--- src/rtl/display_scan_ctrl.sv ---
// rtl/display_scan_ctrl.sv - 4-digit multiplexed 7-segment scan controller
// Shadow/active double buffer so a frame is never torn; PWM brightness per slot.
module display_scan_ctrl #(
  parameter int SCAN_DIV = 1000
) (
  input  logic        i_Clk,
  input  logic        i_Reset,
  input  logic        i_Wr_Valid,
  output logic        o_Wr_Ready,
  input  logic [15:0] i_Wr_Data,
  input  logic [2:0]  i_Bright,
  input  logic        i_Blank_Lz,
  output logic [1:0]  o_Sel,
  output logic [3:0]  o_Anodos,
  output logic [6:0]  o_Segmentos,
  output logic        o_Frame
);

  localparam int PH_DIV = SCAN_DIV / 8;
  localparam int SW     = (PH_DIV > 1) ? $clog2(PH_DIV) : 1;
  localparam logic [SW-1:0] SUB_MAX = SW'(PH_DIV - 1);

  localparam logic ST_IDLE    = 1'b0;
  localparam logic ST_PENDING = 1'b1;

  // Prescaler is kept as {phase, sub}: prescaler = phase*PH_DIV + sub.
  logic [SW-1:0] sub_q, sub_d;
  logic [2:0]    phase_q, phase_d;
  logic [1:0]    idx_q, idx_d;
  logic [2:0]    level_q, level_d;
  logic [15:0]   active_q, active_d;
  logic [15:0]   shadow_q, shadow_d;
  logic          state_q, state_d;
  logic          wr_ready_q, wr_ready_d;
  logic [1:0]    sel_q, sel_d;
  logic [3:0]    anodes_q, anodes_d;
  logic [6:0]    seg_q, seg_d;
  logic          frame_q, frame_d;

  logic       tc, boundary, lead_zero, lit;
  logic [3:0] nib;
  logic [6:0] dec;

  always_comb begin
    tc       = (phase_q == 3'd7) && (sub_q == SUB_MAX);
    boundary = tc && (idx_q == 2'd3);

    sub_d   = sub_q + 1'b1;
    phase_d = phase_q;
    if (sub_q == SUB_MAX) begin
      sub_d   = '0;
      phase_d = phase_q + 3'd1;
    end
    idx_d   = tc ? idx_q + 2'd1 : idx_q;
    level_d = (sub_q == '0 && phase_q == 3'd0) ? i_Bright : level_q;

    nib       = 4'h0;
    lead_zero = 1'b0;
    case (idx_q)
      2'd0: begin nib = active_q[15:12]; lead_zero = (active_q[15:12] == 4'h0); end
      2'd1: begin nib = active_q[11:8];  lead_zero = (active_q[15:8]  == 8'h0); end
      2'd2: begin nib = active_q[7:4];   lead_zero = (active_q[15:4]  == 12'h0); end
      default: begin nib = active_q[3:0]; lead_zero = 1'b0; end
    endcase

    case (nib)
      4'h0: dec = 7'h40;  4'h1: dec = 7'h79;  4'h2: dec = 7'h24;  4'h3: dec = 7'h30;
      4'h4: dec = 7'h19;  4'h5: dec = 7'h12;  4'h6: dec = 7'h02;  4'h7: dec = 7'h78;
      4'h8: dec = 7'h00;  4'h9: dec = 7'h10;  4'hA: dec = 7'h08;  4'hB: dec = 7'h03;
      4'hC: dec = 7'h46;  4'hD: dec = 7'h21;  4'hE: dec = 7'h06;  default: dec = 7'h0E;
    endcase

    // Phase 0 is always lit since level >= 0, giving the 1/8 minimum duty.
    lit = (phase_q <= level_q) && !(i_Blank_Lz && lead_zero);

    sel_d    = idx_q;
    anodes_d = lit ? (4'b1000 >> idx_q) : 4'b0000;
    seg_d    = lit ? dec : 7'h7F;
    frame_d  = boundary;

    state_d  = state_q;
    active_d = active_q;
    shadow_d = shadow_q;
    case (state_q)
      ST_IDLE: begin
        if (i_Wr_Valid) begin
          shadow_d = i_Wr_Data;
          state_d  = ST_PENDING;
        end
      end
      default: begin
        if (boundary) begin
          active_d = shadow_q;
          state_d  = ST_IDLE;
        end
      end
    endcase
    wr_ready_d = (state_d == ST_IDLE);
  end

  always_ff @(posedge i_Clk or posedge i_Reset) begin
    if (i_Reset) begin
      sub_q      <= '0;
      phase_q    <= 3'd0;
      idx_q      <= 2'd0;
      level_q    <= 3'd7;
      active_q   <= 16'h0000;
      shadow_q   <= 16'h0000;
      state_q    <= ST_IDLE;
      wr_ready_q <= 1'b1;
      sel_q      <= 2'b00;
      anodes_q   <= 4'b0000;
      seg_q      <= 7'h7F;
      frame_q    <= 1'b0;
    end else begin
      sub_q      <= sub_d;
      phase_q    <= phase_d;
      idx_q      <= idx_d;
      level_q    <= level_d;
      active_q   <= active_d;
      shadow_q   <= shadow_d;
      state_q    <= state_d;
      wr_ready_q <= wr_ready_d;
      sel_q      <= sel_d;
      anodes_q   <= anodes_d;
      seg_q      <= seg_d;
      frame_q    <= frame_d;
    end
  end

  assign o_Wr_Ready  = wr_ready_q;
  assign o_Sel       = sel_q;
  assign o_Anodos    = anodes_q;
  assign o_Segmentos = seg_q;
  assign o_Frame     = frame_q;

endmodule

--- config.mk ---
export PLATFORM = sky130hd
export DESIGN_NAME = display_scan_ctrl
export DESIGN_NICKNAME = d
export VERILOG_FILES = /design/src/rtl/display_scan_ctrl.sv
export SDC_FILE = /design/constraint.sdc
export NUM_CORES = 1
export LEC_CHECK = 0
export CORE_AREA = 2 2 117 62
export DETAILED_ROUTE_END_ITERATION = 12
export DIE_AREA = 0 0 119 64
export GPL_TIMING_DRIVEN = 0
export PLACE_DENSITY = 0.76
export RECOVER_POWER = 50
export SYNTH_ARGS = -nofsm -noshare
export SYNTH_HDL_FRONTEND = slang
export SYNTH_SLANG_ARGS = --single-unit
--- constraint.sdc ---
create_clock -name i_Clk -period 5.7 [get_ports i_Clk]
set_clock_uncertainty 0.15 [all_clocks]
set_input_delay 0.855 -clock i_Clk [delete_from_list [all_inputs] [get_ports i_Clk]]
set_output_delay 0.855 -clock i_Clk [all_outputs]
set_load 0.005 [all_outputs]
==> out/results.txt, run 1 <==
gpl congestion -> 0.818
min Tclk post-route -> 3.49 ns
fin nets -> 315
Yosys cell types -> 37
P&R area growth vs syn -> 26.2%
Peak supply drop -> 0.159 mV
Crit Path Category -> in2async
drt first pass iters -> 6
Psw -> 242 uW
Reg area -> 1590 um^2
mapped cell area -> 2920 um^2
count leader, synth -> dfrtp_1
Synth Register Bits -> 63
drt first-iter violations -> 121
full die area -> 7620 um^2
Clock power frac -> 46.1%
Int Pwr -> 898 uW
status -> finished with violations
RSZ-0062 raised after global routing -> false
setup TNS -> 0 ns
P per Cell Area -> 309 nW/um^2
# fillers -> 518
flop2flop setup slack -> 3.06 ns
CTS root buf -> clkbuf_16
via count -> 1884
syn nets -> 266
Ports -> 38
type of the most critical hold path -> reg2reg
postcts setup bufs -> 0
Avg Inst Size Synth -> 13.0 um^2
first-pass GRT wire length -> 9600 um
multi-input logic area -> 1200 um^2
final setup margin -> 2.21 ns
sequential area share after synthesis -> 54.5%
Routed Antenna Nets -> 0
WP data arrival -> 3.50 ns
initial antenna violation count -> 0
Slew Limit Fails -> 31
cts bufs inserted -> 9
Yosys top cell by area -> dfrtp_1
Worst setup SP type -> primary input
DRC -> 0
Leakage -> 0.00167 uW
Setup WS pre-CTS -> 2.81 ns
CTS clk-pin slew, worst paths -> 0.05 ns
Synth warnings -> 0
top cells by area, synth -> dfrtp_1 (45%), mux2_2 (11%), dfstp_2 (9.9%)
largest net degree at the start of global routing -> 35
Synth Flop Type -> dfrtp_1
final-report setup violation count -> 0
final hold vios -> 0
Core ar. -> 6540 um^2
top post-synthesis cells by count -> dfrtp_1 (52), mux2_2 (29), ha_1 (18), inv_1 (18), dfstp_2 (11)
fmax -> 0.287 GHz
final worst-path cycle share -> 61.2%
relative slew slack -> -3.49%
GRT Residual Overflow -> 0
hold-fix buffers at CTS -> 0
CTS tree -> yes
Rows -> 21
Post-synth EDFFs -> 0
die width -> 119 um
Clk Latency, worst-skew pair -> 0.33 ns
drt via density -> 5.08
Critical Path Fanout Max -> 34
register share of total power -> 46.2%
Async S/R FF share, synth -> 100%
dpl hpwl -> 3850 um
WL/cell -> 14.9 um
worst-margin pin slew -> 1.55 ns
Die Ht -> 64 um
Data required, critical path -> 5.71 ns
switching share of total power -> 21.2%
Synth top area share -> 44.6%
Antenna Cells -> 0
crit end category -> async pin
vias in the first global route -> 2021
Port Buffer Count -> 37
Comb pwr share -> 7.7%
share of post-route cells with drive strength above 1 -> 25.8%
number of gates resized after CTS -> 0
total power -> 1140 uW
maximum clock insertion buffer count -> 2
H-tree depth -> 3
DRT Wirelength -> 5530 um
MaxCap Viol Count -> 1
GRT Util Overall -> 16.7%
Starting Density -> 44.6%
clock sinks -> 63
failing checks -> max-capacitance violations, max-slew violations
post-synthesis cell count -> 225
-- cell families (layout without fill, tap and decap cells) --
group	count (synthesis)	count (layout)	share of synthesized area, %
and+or+nand+nor	40	40	7.88
xor gates and xnor gates	7	7	2.10
DFF	63	63	54.5
muxes	42	42	17.4
adders and majority gates	18	18	7.71
buffers and inverters	26	80	3.77
AOI/OAI and AO/OA	29	29	6.73
-- state kept, by name (all words and copies together) (netlist names), 2 cells and up --
| name | cells |
|---|---|
| o_Anodos | 4 |
| phase_q | 3 |
| o_Sel | 2 |
| level_q | 3 |
| idx_q | 2 |
| sub_q | 7 |
| o_Segmentos | 7 |
| shadow_q | 16 |
| active_q | 16 |
-- layout make-up --
type | instances | area share [%]
multi-input combinational | 136 | 32.6
inverter | 18 | 1.83
clock inverter | 3 | 0.407
buffer | 8 | 1.12
clock buffer | 13 | 7.60
tap | 92 | 3.12
sequential | 63 | 43.1
timing repair buffer | 38 | 10.1
-- metal layers --
layer  global-route usage [%]  vias to the layer above  routed length [um]
li1                         -                      884                   -
met1                     19.1                      948                2370
met2                     28.0                       40                2820
met3                     6.43                       12                 243
met4                     7.74                        0                  90
met5                        0                        -                   0
-- worst max-delay path, stage by stage --
cell and delay [ns]:
dlygate4sd3_1 0.53, inv_1 0.89, clkbuf_1 1.20
-- metrics by stage --
step	utilization [%]	cells	instance area (um^2)	hold WS, ns
global route	56.3	371	3690	0.355
finish	56.3	371	3690	0.334
floorplan	-	225	2920	0.287
CTS	56.9	371	3720	0.339
global placement	52.1	354	3410	0.316
detailed placement	52.4	355	3430	0.327
-- placed cells by master (no fill, tap or decap), drive strengths merged, types with 2 or more instances in the layout --
master / n
mux2i: 3
nor2: 10
o21ai: 8
clkbuf: 18
buf: 4
nor4b: 3
nand2: 7
nor3: 2
nor2b: 2
xnor2: 4
clkinv: 3
xor2: 3
ha: 18
nand3: 7
and2: 4
o211ai: 2
a222oi: 3
a21oi: 6
clkdlybuf4s50: 36
inv: 18
dfstp: 11
o221ai: 2
mux2: 39
dfrtp: 52
-- power by group through the flow --
stage | registers, uW | logic [uW] | clock network [uW]
6_report | 526 | 87.9 | 525
5_1_grt | 533 | 98.1 | 559
4_1_cts | 527 | 91.7 | 538
3_5_place_dp | 534 | 91.2 | 0
3_3_place_gp | 532 | 84.9 | 0
2_1_floorplan | 525 | 56.1 | 0
-- worst paths after layout --
check,start,endpoint,cells past startpoint
setup / recovery,i_Reset,sub_q[0]$_DFF_PP0_,3
hold / removal,idx_q[1]$_DFFE_PP0P_,o_Sel[1]$_DFF_PP0_,0
setup reg to reg,idx_q[0]$_DFFE_PP0P_,o_Segmentos[1]$_DFF_PP1_,9
hold reg to reg,idx_q[1]$_DFFE_PP0P_,o_Sel[1]$_DFF_PP0_,0
max in group i_Clk,idx_q[0]$_DFFE_PP0P_,o_Segmentos[1]$_DFF_PP1_,9
min in group asynchronous,i_Reset,active_q[3]$_DFFE_PP0P_,2
No activity file was read; power rests on OpenSTA's default activity.
==> inputs of run 2 (changes only) <==
==> constraint.sdc (replaced) <==
create_clock -name i_Clk -period 3.5 [get_ports i_Clk]
set_clock_uncertainty 0.15 [all_clocks]
set_input_delay 0.525 -clock i_Clk [delete_from_list [all_inputs] [get_ports i_Clk]]
set_output_delay 0.525 -clock i_Clk [all_outputs]
set_load 0.005 [all_outputs]
==> run 2 against run 1 <==
  * The flow now finishes without violations
  * Clock power rose by 63%
  * Wire length rose by 0.25%
  * Non-clock buffer count did not move
  * Worst setup slack got worse by 1.4 ns
  * Cell area rose by 0.44%
  * Sequential share of layout area fell by 0.19 points
  * Global-route usage did not move
  * Critical endpoint is now o_Segmentos[1]$_DFF_PP1_
  * Largest power group unchanged
  * Final cell count did not move
  * Largest cell class unchanged
  * Die area did not move
  * Combinational power rose by 63%
  * Sequential power rose by 63%
  * Register-to-register slack got worse by 2.2 ns
==> out/results.txt, run 2 (synthesized netlist as in run 1, its figures left out) <==
worst-margin pin slew -> 1.26 ns (was 1.55 ns)
Rows -> 21 (unchanged)
CTS tree -> yes (unchanged)
fmax -> 0.378 GHz
Crit Path Category -> reg2reg (was in2async)
number of gates resized after CTS -> 0 (unchanged)
status -> completed (was finished with violations)
min Tclk post-route -> 2.65 ns
Hold Slack -> 0.334 ns (about the same)
P&R area growth vs syn -> 26.8% (was 26.2%)
Antenna Cells -> 0 (unchanged)
fin nets -> 315 (unchanged)
DRT Wirelength -> 5540 um (was 5530 um)
postcts setup bufs -> 0 (unchanged)
multi-input logic area -> 1220 um^2 (was 1200 um^2)
final-report setup violation count -> 0 (unchanged)
RSZ-0062 raised after global routing -> false (unchanged)
maximum clock insertion buffer count -> 2 (unchanged)
Slew Limit Fails -> 0 (was 31)
Worst setup SP type -> flip-flop (was primary input)
Leakage -> 0.00167 uW (about the same)
Critical Path Fanout Max -> 6 (was 34)
Die Ht -> 64 um (unchanged)
# fillers -> 515 (was 518)
full die area -> 7620 um^2 (unchanged)
largest net degree at the start of global routing -> 35 (unchanged)
type of the most critical hold path -> reg2reg (unchanged)
dpl hpwl -> 3850 um (unchanged)
cts bufs inserted -> 9 (unchanged)
hold-fix buffers at CTS -> 0 (unchanged)
first-pass GRT wire length -> 9600 um (unchanged)
Largest regs -> active_q: 16 flops, shadow_q: 16 flops (unchanged)
relative slew slack -> 16.0% (was -3.49%)
via count -> 1894 (was 1884)
die width -> 119 um (unchanged)
setup TNS -> 0 ns (unchanged)
GRT Util Overall -> 16.7% (unchanged)
drt first-iter violations -> 124 (was 121)
drt first pass iters -> 5 (was 6)
final hold vios -> 0 (unchanged)
CTS root buf -> clkbuf_16 (unchanged)
crit end category -> flip-flop (was async pin)
WL/cell -> 14.9 um (about the same)
Clk Latency, worst-skew pair -> 0.33 ns (about the same)
share of post-route cells with drive strength above 1 -> 26.5% (was 25.8%)
Core ar. -> 6540 um^2 (unchanged)
Reg area -> 1590 um^2 (unchanged)
vias in the first global route -> 2021 (unchanged)
drt via density -> 5.11 (was 5.08)
Port Buffer Count -> 37 (unchanged)
Ports -> 38 (unchanged)
Routed Antenna Nets -> 0 (unchanged)
MaxCap Viol Count -> 0 (was 1)
GRT Residual Overflow -> 0 (unchanged)
final worst-path cycle share -> 75.7%
H-tree depth -> 3 (unchanged)
DRC -> 0 (unchanged)
initial antenna violation count -> 0 (unchanged)
Starting Density -> 44.6% (unchanged)
most frequent cells in the layout -> dfrtp_1 (52), clkdlybuf4s50_1 (36), mux2_2 (29), inv_1 (18), ha_1 (18) (unchanged)
CTS clk-pin slew, worst paths -> 0.05 ns (about the same)
commonest non-fill, non-tap cell in the layout -> dfrtp_1 (unchanged)
Data required, critical path -> 3.58 ns (was 5.71 ns)
gpl congestion -> 0.818 (unchanged)
P per Cell Area -> 502 nW/um^2 (was 309 nW/um^2)
WP data arrival -> 2.73 ns (was 3.50 ns)
Peak supply drop -> 0.259 mV (was 0.159 mV)
clock sinks -> 63 (unchanged)
==> run 2: changes by cell type in the layout (fill, tap and decap cells not counted) <==
cell / previous run / this run
clkbuf_1: 5 / 4
nand4_4: 0 / 1
nand4_1: 1 / 0
clkbuf_2: 0 / 1
==> run 2: worst max-delay path: stages (launching register included) <==
cell and delay, ns:
dfrtp_1 0.46, inv_1 0.10, ha_1 0.28, a222oi_1 0.46
mux2i_1 0.26, inv_1 0.17, ha_1 0.26, nor2_1 0.13
a2bb2oi_1 0.19, o21ai_0 0.10
==> run 2: per-layer routing <==
metal | vias up | routed length (um) | global-route usage [%]
met2 | 53 | 2790 | 28.0
met4 | 0 | 107 | 7.74
met1 | 944 | 2340 | 19.1
met5 | - | 0 | 0
li1 | 884 | - | -
met3 | 13 | 300 | 6.43
==> run 2: worst paths after layout <==
kind                                      start                        to  slack (ns)  depth (start not counted)
setup / recovery           idx_q[0]$_DFFE_PP0P_  o_Segmentos[1]$_DFF_PP1_        0.85                          9
hold / removal             idx_q[1]$_DFFE_PP0P_        o_Sel[1]$_DFF_PP0_        0.33                          0
setup reg to reg           idx_q[0]$_DFFE_PP0P_  o_Segmentos[1]$_DFF_PP1_        0.85                          9
hold reg to reg            idx_q[1]$_DFFE_PP0P_        o_Sel[1]$_DFF_PP0_        0.33                          0
max in group asynchronous               i_Reset        sub_q[0]$_DFF_PP0_        1.02                          3
min in group asynchronous               i_Reset     o_Anodos[1]$_DFF_PP0_        0.83                          2
==> run 2: stage by stage <==
| step | setup slack (ns) | power [uW] | cell area, um^2 | cells | utilization (%) |
|---|---|---|---|---|---|
| final | 0.851 | 1860 | 3700 | 371 | 56.6 |
| after global routing | 0.590 | 1940 | 3700 | 371 | 56.6 |
| after CTS | 0.877 | 1880 | 3720 | 371 | 56.9 |
| after detailed placement | 0.889 | 1020 | 3430 | 355 | 52.4 |
| after global placement | 0.278 | 1010 | 3410 | 354 | 52.1 |
| after floorplan | 1.27 | 947 | 2920 | 225 | - |
==> run 2: final cells by class <==
cell class / instances / share of cell area [%]
tap: 92 / 3.11
buffer: 8 / 1.12
clock inverter: 3 / 0.406
timing repair buffer: 38 / 10.1
sequential: 63 / 43.0
inverter: 18 / 1.82
multi-input combinational: 136 / 32.9
clock buffer: 13 / 7.57
==> run 2: power by group <==
part           internal, uW  switching (uW)  total (uW)  leakage, uW
logic                  94.5            48.9         143     0.000734
clock network           552             305         857     0.000151
registers               816            42.2         858     0.000786
total                  1460             396        1860      0.00167
==> inputs of run 3 (changes only) <==
==> constraint.sdc (replaced) <==
create_clock -name i_Clk -period 2.6 [get_ports i_Clk]
set_clock_uncertainty 0.15 [all_clocks]
set_input_delay 0.39 -clock i_Clk [delete_from_list [all_inputs] [get_ports i_Clk]]
set_output_delay 0.39 -clock i_Clk [all_outputs]
set_load 0.005 [all_outputs]
==> run 3 against run 2 <==
  * Cell area grew 1.4%
  * Via count grew 0.79%
  * Worst setup slack lost 0.73 ns
  * Critical path type unchanged
  * Critical path depth is the same
  * Die area is the same
  * Maximum frequency grew 6.8%
  * First-iteration DRC count shrank 4.8%
  * Final cell count grew 0.81%
  * Count of clock-buffer cells in the layout is the same
  * Sequential cell count is the same
  * Sequential power grew 35%
==> out/results.txt, run 3 (synthesized netlist as in run 1, its figures left out) <==
CTS root buf -> clkbuf_16 (unchanged)
status -> completed (unchanged)
dpl hpwl -> 3850 um (unchanged)
# fillers -> 512 (was 515)
commonest non-fill, non-tap cell in the layout -> dfrtp_1 (unchanged)
fin cells -> 374 (was 371)
vias in the first global route -> 2026 (was 2021)
MaxCap Viol Count -> 0 (unchanged)
final hold vios -> 0 (unchanged)
final worst-path cycle share -> 95.4% (was 75.7%)
fin nets -> 318 (was 315)
worst-margin pin slew -> 0.726 ns (was 1.26 ns)
Crit path largest cell delay -> 0.48 ns (was 0.46 ns)
worst-path cell chain -> inv_1, ha_1, a222oi_1, mux2i_2, inv_2, ha_1, nor2_1, a2bb2oi_1, o21ai_0 (was inv_1, ha_1, a222oi_1, mux2i_1, inv_1, ha_1, nor2_1, a2bb2oi_1, o21ai_0)
cts bufs inserted -> 9 (unchanged)
CTS clk-pin slew, worst paths -> 0.05 ns (about the same)
drt first-iter violations -> 118 (was 124)
via count -> 1909 (was 1894)
CTS tree -> yes (unchanged)
largest net degree at the start of global routing -> 35 (unchanged)
Ports -> 38 (unchanged)
final setup margin -> 0.120 ns (was 0.851 ns)
min Tclk post-route -> 2.48 ns (was 2.65 ns)
clock sinks -> 63 (unchanged)
final-report setup violation count -> 0 (unchanged)
Most common cell on crit path -> ha_1
Starting Density -> 44.6% (unchanged)
full die area -> 7620 um^2 (unchanged)
Rows -> 21 (unchanged)
Clk Latency, worst-skew pair -> 0.33 ns (about the same)
P per Cell Area -> 667 nW/um^2 (was 502 nW/um^2)
H-tree depth -> 3 (unchanged)
initial antenna violation count -> 0 (unchanged)
drt first pass iters -> 4 (was 5)
Worst setup SP type -> flip-flop (unchanged)
Crit Path Category -> reg2reg (unchanged)
Leakage -> 0.00170 uW (was 0.00167 uW)
Slew Limit Fails -> 0 (unchanged)
DRT Wirelength -> 5580 um (was 5540 um)
critical path buffer and inverter count -> 2 (unchanged)
Peak supply drop -> 0.349 mV (was 0.259 mV)
most frequent cells in the layout -> dfrtp_1 (50), clkdlybuf4s50_1 (37), mux2_2 (29), ha_1 (18), inv_1 (16) (was dfrtp_1 (52), clkdlybuf4s50_1 (36), mux2_2 (29), inv_1 (18), ha_1 (18))
first-pass GRT wire length -> 9670 um (was 9600 um)
Data required, critical path -> 2.68 ns (was 3.58 ns)
maximum clock insertion buffer count -> 2 (unchanged)
die width -> 119 um (unchanged)
gpl congestion -> 0.818 (unchanged)
fmax -> 0.403 GHz (was 0.378 GHz)
WP data arrival -> 2.56 ns (was 2.73 ns)
relative slew slack -> 51.5% (was 16.0%)
DRC -> 0 (unchanged)
Port Buffer Count -> 37 (unchanged)
Die Ht -> 64 um (unchanged)
share of post-route cells with drive strength above 1 -> 30.1% (was 26.5%)
crit end category -> flip-flop (unchanged)
setup TNS -> 0 ns (unchanged)
WL/cell -> 14.9 um (about the same)
GRT Util Overall -> 16.8% (was 16.7%)
Top delay family on crit path -> compound AO/OA/AOI/OAI gates (unchanged)
Antenna Cells -> 0 (unchanged)
Slowest-stage cell, CP -> a222oi_1 (was dfrtp_1)
Critical Path Fanout Max -> 6 (unchanged)
GRT Residual Overflow -> 0 (unchanged)
Routed Antenna Nets -> 0 (unchanged)
drt via density -> 5.10 (was 5.11)
type of the most critical hold path -> reg2reg (unchanged)
Core ar. -> 6540 um^2 (unchanged)
placed insts -> 355 (unchanged)
P&R area growth vs syn -> 28.5% (was 26.8%)
hold-fix buffers at CTS -> 0 (unchanged)
Setup WS pre-CTS -> -0.0108 ns (was 0.889 ns)
Largest regs -> active_q: 16 flops, shadow_q: 16 flops (unchanged)
-- run 3: changes by cell type in the layout (fill, tap and decap cells not counted), sizes merged --
cell,delta
clkbuf,-2
clkdlybuf4s50,+1
dlygate4sd3,-1
buf,+5
-- run 3: area by class of cell --
| class | count | area (um^2) | share of cell area [%] |
|---|---|---|---|
| Sequential cell | 63 | 1590 | 42.4 |
| Multi-Input combinational cell | 136 | 1230 | 32.7 |
| Timing Repair Buffer | 41 | 413 | 11.0 |
| Clock buffer | 13 | 280 | 7.47 |
| Tap cell | 92 | 115 | 3.07 |
| Inverter | 18 | 67.6 | 1.80 |
| Buffer | 8 | 42.5 | 1.13 |
| Clock inverter | 3 | 15.0 | 0.400 |
-- run 3: metrics by stage --
stage,cell area (um^2),util [%],power (uW),hold WS (ns)
2_1_floorplan,2920,-,1270,0.287
3_3_place_gp,3410,52.1,1350,0.316
3_5_place_dp,3430,52.4,1370,0.327
4_1_cts,3730,57.0,2540,0.324
5_1_grt,3750,57.4,2610,0.322
6_report,3750,57.4,2500,0.302
-- run 3: final timing paths --
path / startpoint / end / slack [ns] / depth (start not counted)
worst max-delay path: idx_q[0]$_DFFE_PP0P_ / o_Segmentos[1]$_DFF_PP1_ / 0.12 / 9
worst min-delay path: idx_q[1]$_DFFE_PP0P_ / o_Sel[1]$_DFF_PP0_ / 0.30 / 0
worst max register to register: idx_q[0]$_DFFE_PP0P_ / o_Segmentos[1]$_DFF_PP1_ / 0.12 / 9
worst min register to register: idx_q[1]$_DFFE_PP0P_ / o_Sel[1]$_DFF_PP0_ / 0.30 / 0
max in group asynchronous: i_Reset / o_Wr_Ready$_DFF_PP1_ / 1.27 / 3
min in group asynchronous: i_Reset / o_Anodos[1]$_DFF_PP0_ / 0.35 / 2
-- run 3: timing repair --
| item | 4_1_cts | 5_1_grt |
|---|---|---|
| pin swaps | 1 | 1 |
| gates resized for setup | 2 | 4 |
| setup buffers | 0 | 3 |
| endpoints found under the setup margin | 1 | 6 |
-- run 3: metal layers --
| layer | global-route usage, % | wire (um) | share of wire (%) | vias to the layer above |
|---|---|---|---|---|
| met5 | 0 | 0 | 0 | - |
| met4 | 7.74 | 104 | 1.9 | 0 |
| met3 | 6.43 | 254 | 4.6 | 12 |
| met2 | 28.3 | 2810 | 50 | 46 |
| met1 | 19.2 | 2410 | 43 | 957 |
| li1 | - | - | - | 894 |
-- run 3: power breakdown --
group          internal (uW)  leakage, uW  switching [uW]
logic                    130     0.000763            66.6
registers               1100     0.000782            56.8
clock network            743     0.000151             410
==> variant 1 (settings of run 2) <==
Put one more register stage on the output `o_Segmentos`, with the module's reset. The value now appears one clock later. The other outputs are not delayed to match.
--- a/src/rtl/display_scan_ctrl.sv
+++ b/src/rtl/display_scan_ctrl.sv
@@ -131,7 +131,13 @@
   assign o_Wr_Ready  = wr_ready_q;
   assign o_Sel       = sel_q;
   assign o_Anodos    = anodes_q;
-  assign o_Segmentos = seg_q;
+  always_ff @(posedge i_Clk or posedge i_Reset) begin
+    if (i_Reset) begin
+      o_Segmentos <= '0;
+    end else begin
+      o_Segmentos <= seg_q;
+    end
+  end
   assign o_Frame     = frame_q;
 
 endmodule
Formal check against the unedited RTL: not equivalent (Yosys sat finds a counterexample within 4 cycles, from zero or initial values and one cycle with i_Reset high).
==> variant 1 against run 2 <==
Worst setup slack lost 0.11 ns. Design area grew 5.9%. Power grew 13%. Global-route usage decreased by 0.18 points. Die area stayed put. Non-clock buffer count did not move. Wire length up 0.43%. Critical path depth is 3 lower. Area after synthesis up 6.0%. Count of clock-buffer cells in the layout shrank 3. Sequential power increased by 9.8%. Sequential cell count increased by 7. Largest cell class unchanged. Highest routed layer unchanged.
==> variant 1: results (changes against run 2) <==
Power and ir drop:
- The highest ir drop seen on vdd is 0.000210 V (-19%).
- The leakage dissipation is 1.76 nW (+5.2%).

Clocking:
- The later-pin clock latency in the skew report is 0.33 ns (about the same).
- The tree is rooted in a clkbuf_16.
- The maximum count of clock buffers along a single path is 2 (unchanged).
- The clock-pin slew on the worst setup and hold paths is 0.05 ns (about the same).

Place:
- The final estimated routing congestion in global placement is 0.883 (+7.8%).
- The worst setup slack before clock tree synthesis was 0.857 ns (-0.0327 ns).
- The placed wire-length estimate after detailed placement came to 4.05 mm (+5.2%).
- The count of buffers inserted at the top-level ports is 37 (unchanged).

Global routing:
- The met2 usage is 25.9% (-2.1 points).
- The global-route track usage on met1 is 21.7% (+2.7 points).
- The initial antenna violation count came to 0 (unchanged).
- The total global-route track usage is 16.5% (-0.18 points).
- The met3 track utilization from global routing is 5.18% (-1.2 points).
- The largest net degree at the start of global routing is 42 (+20%).
- The first-pass GRT wire length was 9.72 mm (+1.2%).
- The via count of the first global-routing pass is 1954 (-3.3%).

Worst setup path:
- The worst flop-to-flop path endpoint is seg_q[2]$_DFF_PP1_.
- The minimum setup slack among reg-to-reg paths came to 0.74 ns (-0.11 ns).
- The worst-case reg-to-reg path depth was 6 (-3).
- The critical setup path kind is flop to flop.
- The largest incremental delay on the critical path came to 0.52 ns (+0.06 ns).
- The kind of cell adding the most delay to the critical path is multiplexers.
- For this design, the slowest cell found on the critical path is mux2i_1.
- The data arrival time of the critical path is 2.78 ns (+0.05 ns).

Outcome:
- The flow ran to the end, and the final reports show no timing, DRC or antenna violations.

Final layout:
- The count of nets after finishing was 322 (+2.2%).
- The share of post-route cells with drive strength above 1 is 25.2% (-1.3 points).
- The largest registers in the layout are active_q x16, shadow_q x16.

Synth:
- The share of the synthesized area in compound gates (AO/OA/AOI/OAI) is 6.14% (-0.58 points).
- The fraction of synthesized cell area in xor and xnor cells is 1.98% (-0.12 points).
- The post-synth net total is 273 (+2.6%).
- The number of unique standard cell types used by synthesis was 38 (+2.7%).
- The count of yosys warnings during synthesis is 0 (unchanged).
- The adder-cell area share of the yosys netlist is 7.28% (-0.44 points).
- Ranked by instance count, the synthesized netlist is headed by dfrtp_1 (59), mux2_2 (29), ha_1 (18), inv_1 (18), dfstp_2 (11).
- Yosys attributes the largest share of cell area to dfrtp_1 (48%), mux2_2 (11%), dfstp_2 (9.3%), ha_1 (7.3%), mux2_4 (4.9%).
- The share of the synthesized area in the top cell type is 47.7% (+3.1 points).
- The fraction of synthesis flops using an asynchronous set or reset pin came to 100% (unchanged).
- The share of cell area taken by muxes after synthesis is 16.4% (-0.98 points).
- The register area share after synthesis was 57.0% (+2.6 points).

Routing:
- The routed wire length is 5.57 mm (+0.43%).
- The residual antenna-violating net count after detailed routing is 0 (unchanged).
- The vias per cell is 5.08 (-0.50%).
- The number of DRC markers in iteration 0 is 119 (-4.0%).
- The detailed-routing iteration count for the pre-antenna-repair pass is 4 (-1).

Timing:
- The actual slew at the worst max-slew pin is 1.46 ns (+0.205 ns).
- The final clock period utilization by the worst path was 78.8% (+3.2 points).

Hold path:
- The worst hold path belongs to the class flop to flop.
[variant 1: cell types whose count changed in the layout (fill, tap and decap cells not counted)]
cell / change
o21ai_0: -1
bufinv_16: +3
o31ai_1: +1
a31o_2: -1
and3_1: +1
clkbuf_8: -4
clkinv_2: -2
dfrtp_1: +7
clkbuf_1: +1
clkinvlp_4: +2
[variant 1: worst min-delay path by stage]
stage          depth (start not counted)                       end  slack (ns)                from
2_1_floorplan                          0  o_Segmentos[0]$_DFF_PP0_        0.23  seg_q[0]$_DFF_PP1_
3_3_place_gp                           0  o_Segmentos[5]$_DFF_PP0_        0.23  seg_q[5]$_DFF_PP1_
3_5_place_dp                           0  o_Segmentos[0]$_DFF_PP0_        0.23  seg_q[0]$_DFF_PP1_
4_1_cts                                0  o_Segmentos[0]$_DFF_PP0_        0.24  seg_q[0]$_DFF_PP1_
5_1_grt                                0  o_Segmentos[5]$_DFF_PP0_        0.24  seg_q[5]$_DFF_PP1_
6_report                               0  o_Segmentos[0]$_DFF_PP0_        0.24  seg_q[0]$_DFF_PP1_
[variant 1: metrics by stage]
step / std cells / instance area (µm²)
final: 378 / 3920
after global routing: 378 / 3920
after CTS: 378 / 3940
after detailed placement: 362 / 3600
after global placement: 361 / 3580
after floorplan: 232 / 3100
[variant 1: cell type report]
| cell class | count | area (µm²) |
|---|---|---|
| Fill cell | 494 | 2620 |
| Sequential cell | 70 | 1770 |
| Multi-Input combinational cell | 136 | 1220 |
| Timing Repair Buffer | 38 | 375 |
| Clock buffer | 10 | 229 |
| Tap cell | 92 | 115 |
| Clock inverter | 6 | 110 |
| Inverter | 18 | 67.6 |
| Buffer | 8 | 41.3 |
[variant 1: cells by family (layout without fill, tap and decap cells)]
kind of cell	after synthesis	after routing
AND/OR/NAND/NOR	41	41
flip-flops	70	70
XOR/XNOR	7	7
buffers and inverters	26	80
adder cells (fa/ha/maj)	18	18
multiplexers	42	42
AO/OA/AOI/OAI	28	28
[variant 1: per-layer routing]
metal | routed length [µm] | share of wire, %
met5 | 0 | 0
met4 | 77 | 1.4
met3 | 325 | 5.8
met2 | 2600 | 47
met1 | 2560 | 46
[variant 1: report_power, final]
part | total [mW] | leakage, nW | internal (mW) | switching, mW
clock network | 1.01 | 0.159 | 0.694 | 0.316
registers | 0.942 | 0.863 | 0.901 | 0.0408
logic | 0.143 | 0.737 | 0.0944 | 0.0482
==> variant 2 (settings of run 2) <==
Made on the original files. `SCAN_DIV`: 1000 -> 250.
--- a/src/rtl/display_scan_ctrl.sv
+++ b/src/rtl/display_scan_ctrl.sv
@@ -1,7 +1,7 @@
 // rtl/display_scan_ctrl.sv - 4-digit multiplexed 7-segment scan controller
 // Shadow/active double buffer so a frame is never torn; PWM brightness per slot.
 module display_scan_ctrl #(
-  parameter int SCAN_DIV = 1000
+  parameter int SCAN_DIV = 250
 ) (
   input  logic        i_Clk,
   input  logic        i_Reset,
Check against the original RTL: same outputs for any inputs over 10 cycles, from zero or initial values and one cycle with i_Reset high; that may be too few to reach the edited logic, so the function may still have changed.
==> variant 2 against run 2 <==
Wire length fell by 5.8%. Worst setup slack improved by 0.017 ns. Utilization fell by 1.1 points. Largest power group is now the clock network. Sequential cell count fell by 2. Fmax rose by 0.63%. First-iteration DRC count fell by 56%. Critical path type unchanged. Power fell by 8.5%. Hold slack improved by 0.010 ns. Area after synthesis fell by 2.7%. Design area fell by 2.0%. Clock power barely moved. Critical path depth rose by 1.
==> variant 2: results (changes against run 2) <==
Outcome:
- The run finished with clean final reports.

Final layout:
- The clock tree buffer count of the final layout came to 12 (-1).
- The number of signal-net buffers in the layout came to 45 (-2.2%).
- The fill cell instance count of the final layout is 535 (+3.9%).
- The share of post-route cells with drive strength above 1 is 25.7% (-0.78 points).
- The count of nets after finishing came to 305 (-3.2%).
- The post-route non-filler standard cell count is 360 (-3.0%).
- The area used by sequential logic in the layout was 1540 µm² (-3.1%).
- The multi-input combinational area share was 32.4% (-0.45 points).
- The share of final layout cell area taken by non-clock buffers was 12.0% (+0.74 points).
- The final core area utilization was 55.5% (-1.1 points).
- The multi-input logic cell count was 128 (-5.9%).
- The clock network contribution to total cell area is 8.10% (+0.12 points).

Synth:
- The share of the synthesized area in compound gates (AO/OA/AOI/OAI) came to 6.51% (-0.21 points).
- In the post-synthesis netlist, the biggest area contributors are dfrtp_1 (44%), mux2_2 (11%), dfstp_2 (10%), ha_1 (8.4%), mux2_4 (4.8%).
- The adder-cell area share of the yosys netlist came to 8.36% (+0.65 points).
- The fraction of synthesized cell area in xor and xnor cells is 1.23% (-0.87 points).
- The count of yosys warnings during synthesis is 0 (unchanged).
- The mean area per synthesized cell was 13.3 µm² (+2.3%).
- The number of unique standard cell types used by synthesis was 41 (+11%).
- The flip-flop and latch count after synthesis was 61 (-3.2%).
- The biggest area consumer among synthesized cells is dfrtp_1.
- The share of cell area taken by muxes after synthesis is 18.4% (+1.0 points).
- Ranked by instance count, the synthesized netlist is headed by dfrtp_1 (50), mux2_2 (29), ha_1 (19).
- The register area share after synthesis is 54.2% (-0.27 points).

Global routing:
- The largest net degree at the start of global routing was 37 (+5.7%).
- The first-pass GRT wire length came to 8.86 mm (-7.7%).
- The via count of the first global-routing pass is 1884 (-6.8%).
- The total global-route track usage was 15.4% (-1.3 points).

Worst setup path:
- The data arrival time of the critical path is 2.69 ns (-0.04 ns).
- The startpoint identified for the worst register-to-register timing path is idx_q[1]$_DFFE_PP0P_.
- The kind of cell with the highest combined delay along the critical path is adder cells.
- The largest incremental delay on the critical path is 0.44 ns (-0.02 ns).

Routing:
- The number of DRC markers in iteration 0 is 54 (-56%).
- The vias per cell came to 4.90 (-4.1%).

Power and ir drop:
- The internal portion of total power is 1.37 mW (-6.6%).
- The total combinational power came to 87.7 µW (-39%).
- The highest ir drop seen on vdd is 0.000196 V (-24%).
- The overall power after layout is 1.70 mW (-8.5%).
- The sequential group power came to 757 µW (-12%).
- The leakage dissipation is 1.64 nW (-1.8%).

Clocking:
- The post-cts gate resize count is 0 (unchanged).

Place:
- The placed wire-length estimate after detailed placement came to 3.82 mm (-0.80%).
- The placed instance count was 344 (-3.1%).
- The worst setup slack before clock tree synthesis was 0.949 ns (+0.0601 ns).
- The final estimated routing congestion in global placement was 0.874 (+6.8%).

Hold path:
- The startpoint identified for the worst hold timing path is sub_q[0]$_DFF_PP0_.

Timing:
- The worst slew margin relative to its limit is 8.83% (-7.1 points).
-- variant 2: cell types whose count changed after synthesis, moves of 3 or more --
cell     delta
o21ai_0     -5
nand3_1     -4
nor2_1      -5
mux2i_1     +3
-- variant 2: path summary, 6_finish.rpt --
check | to | slack [ns] | cells after the start
worst max-delay path | o_Segmentos[5]$_DFF_PP1_ | 0.87 | 10
worst min-delay path | sub_q[0]$_DFF_PP0_ | 0.34 | 1
worst max register to register | o_Segmentos[5]$_DFF_PP1_ | 0.87 | 10
worst min register to register | sub_q[0]$_DFF_PP0_ | 0.34 | 1
max in group asynchronous | o_Wr_Ready$_DFF_PP1_ | 1.46 | 3
min in group asynchronous | o_Frame$_DFF_PP0_ | 0.89 | 2
-- variant 2: routing by layer --
layer,vias to the layer above,track usage [%],share of wire (%)
li1,848,-,-
met1,860,18.2,46
met2,43,25.1,48
met3,12,6.16,4.4
met4,0,6.55,2.1
met5,-,0,0
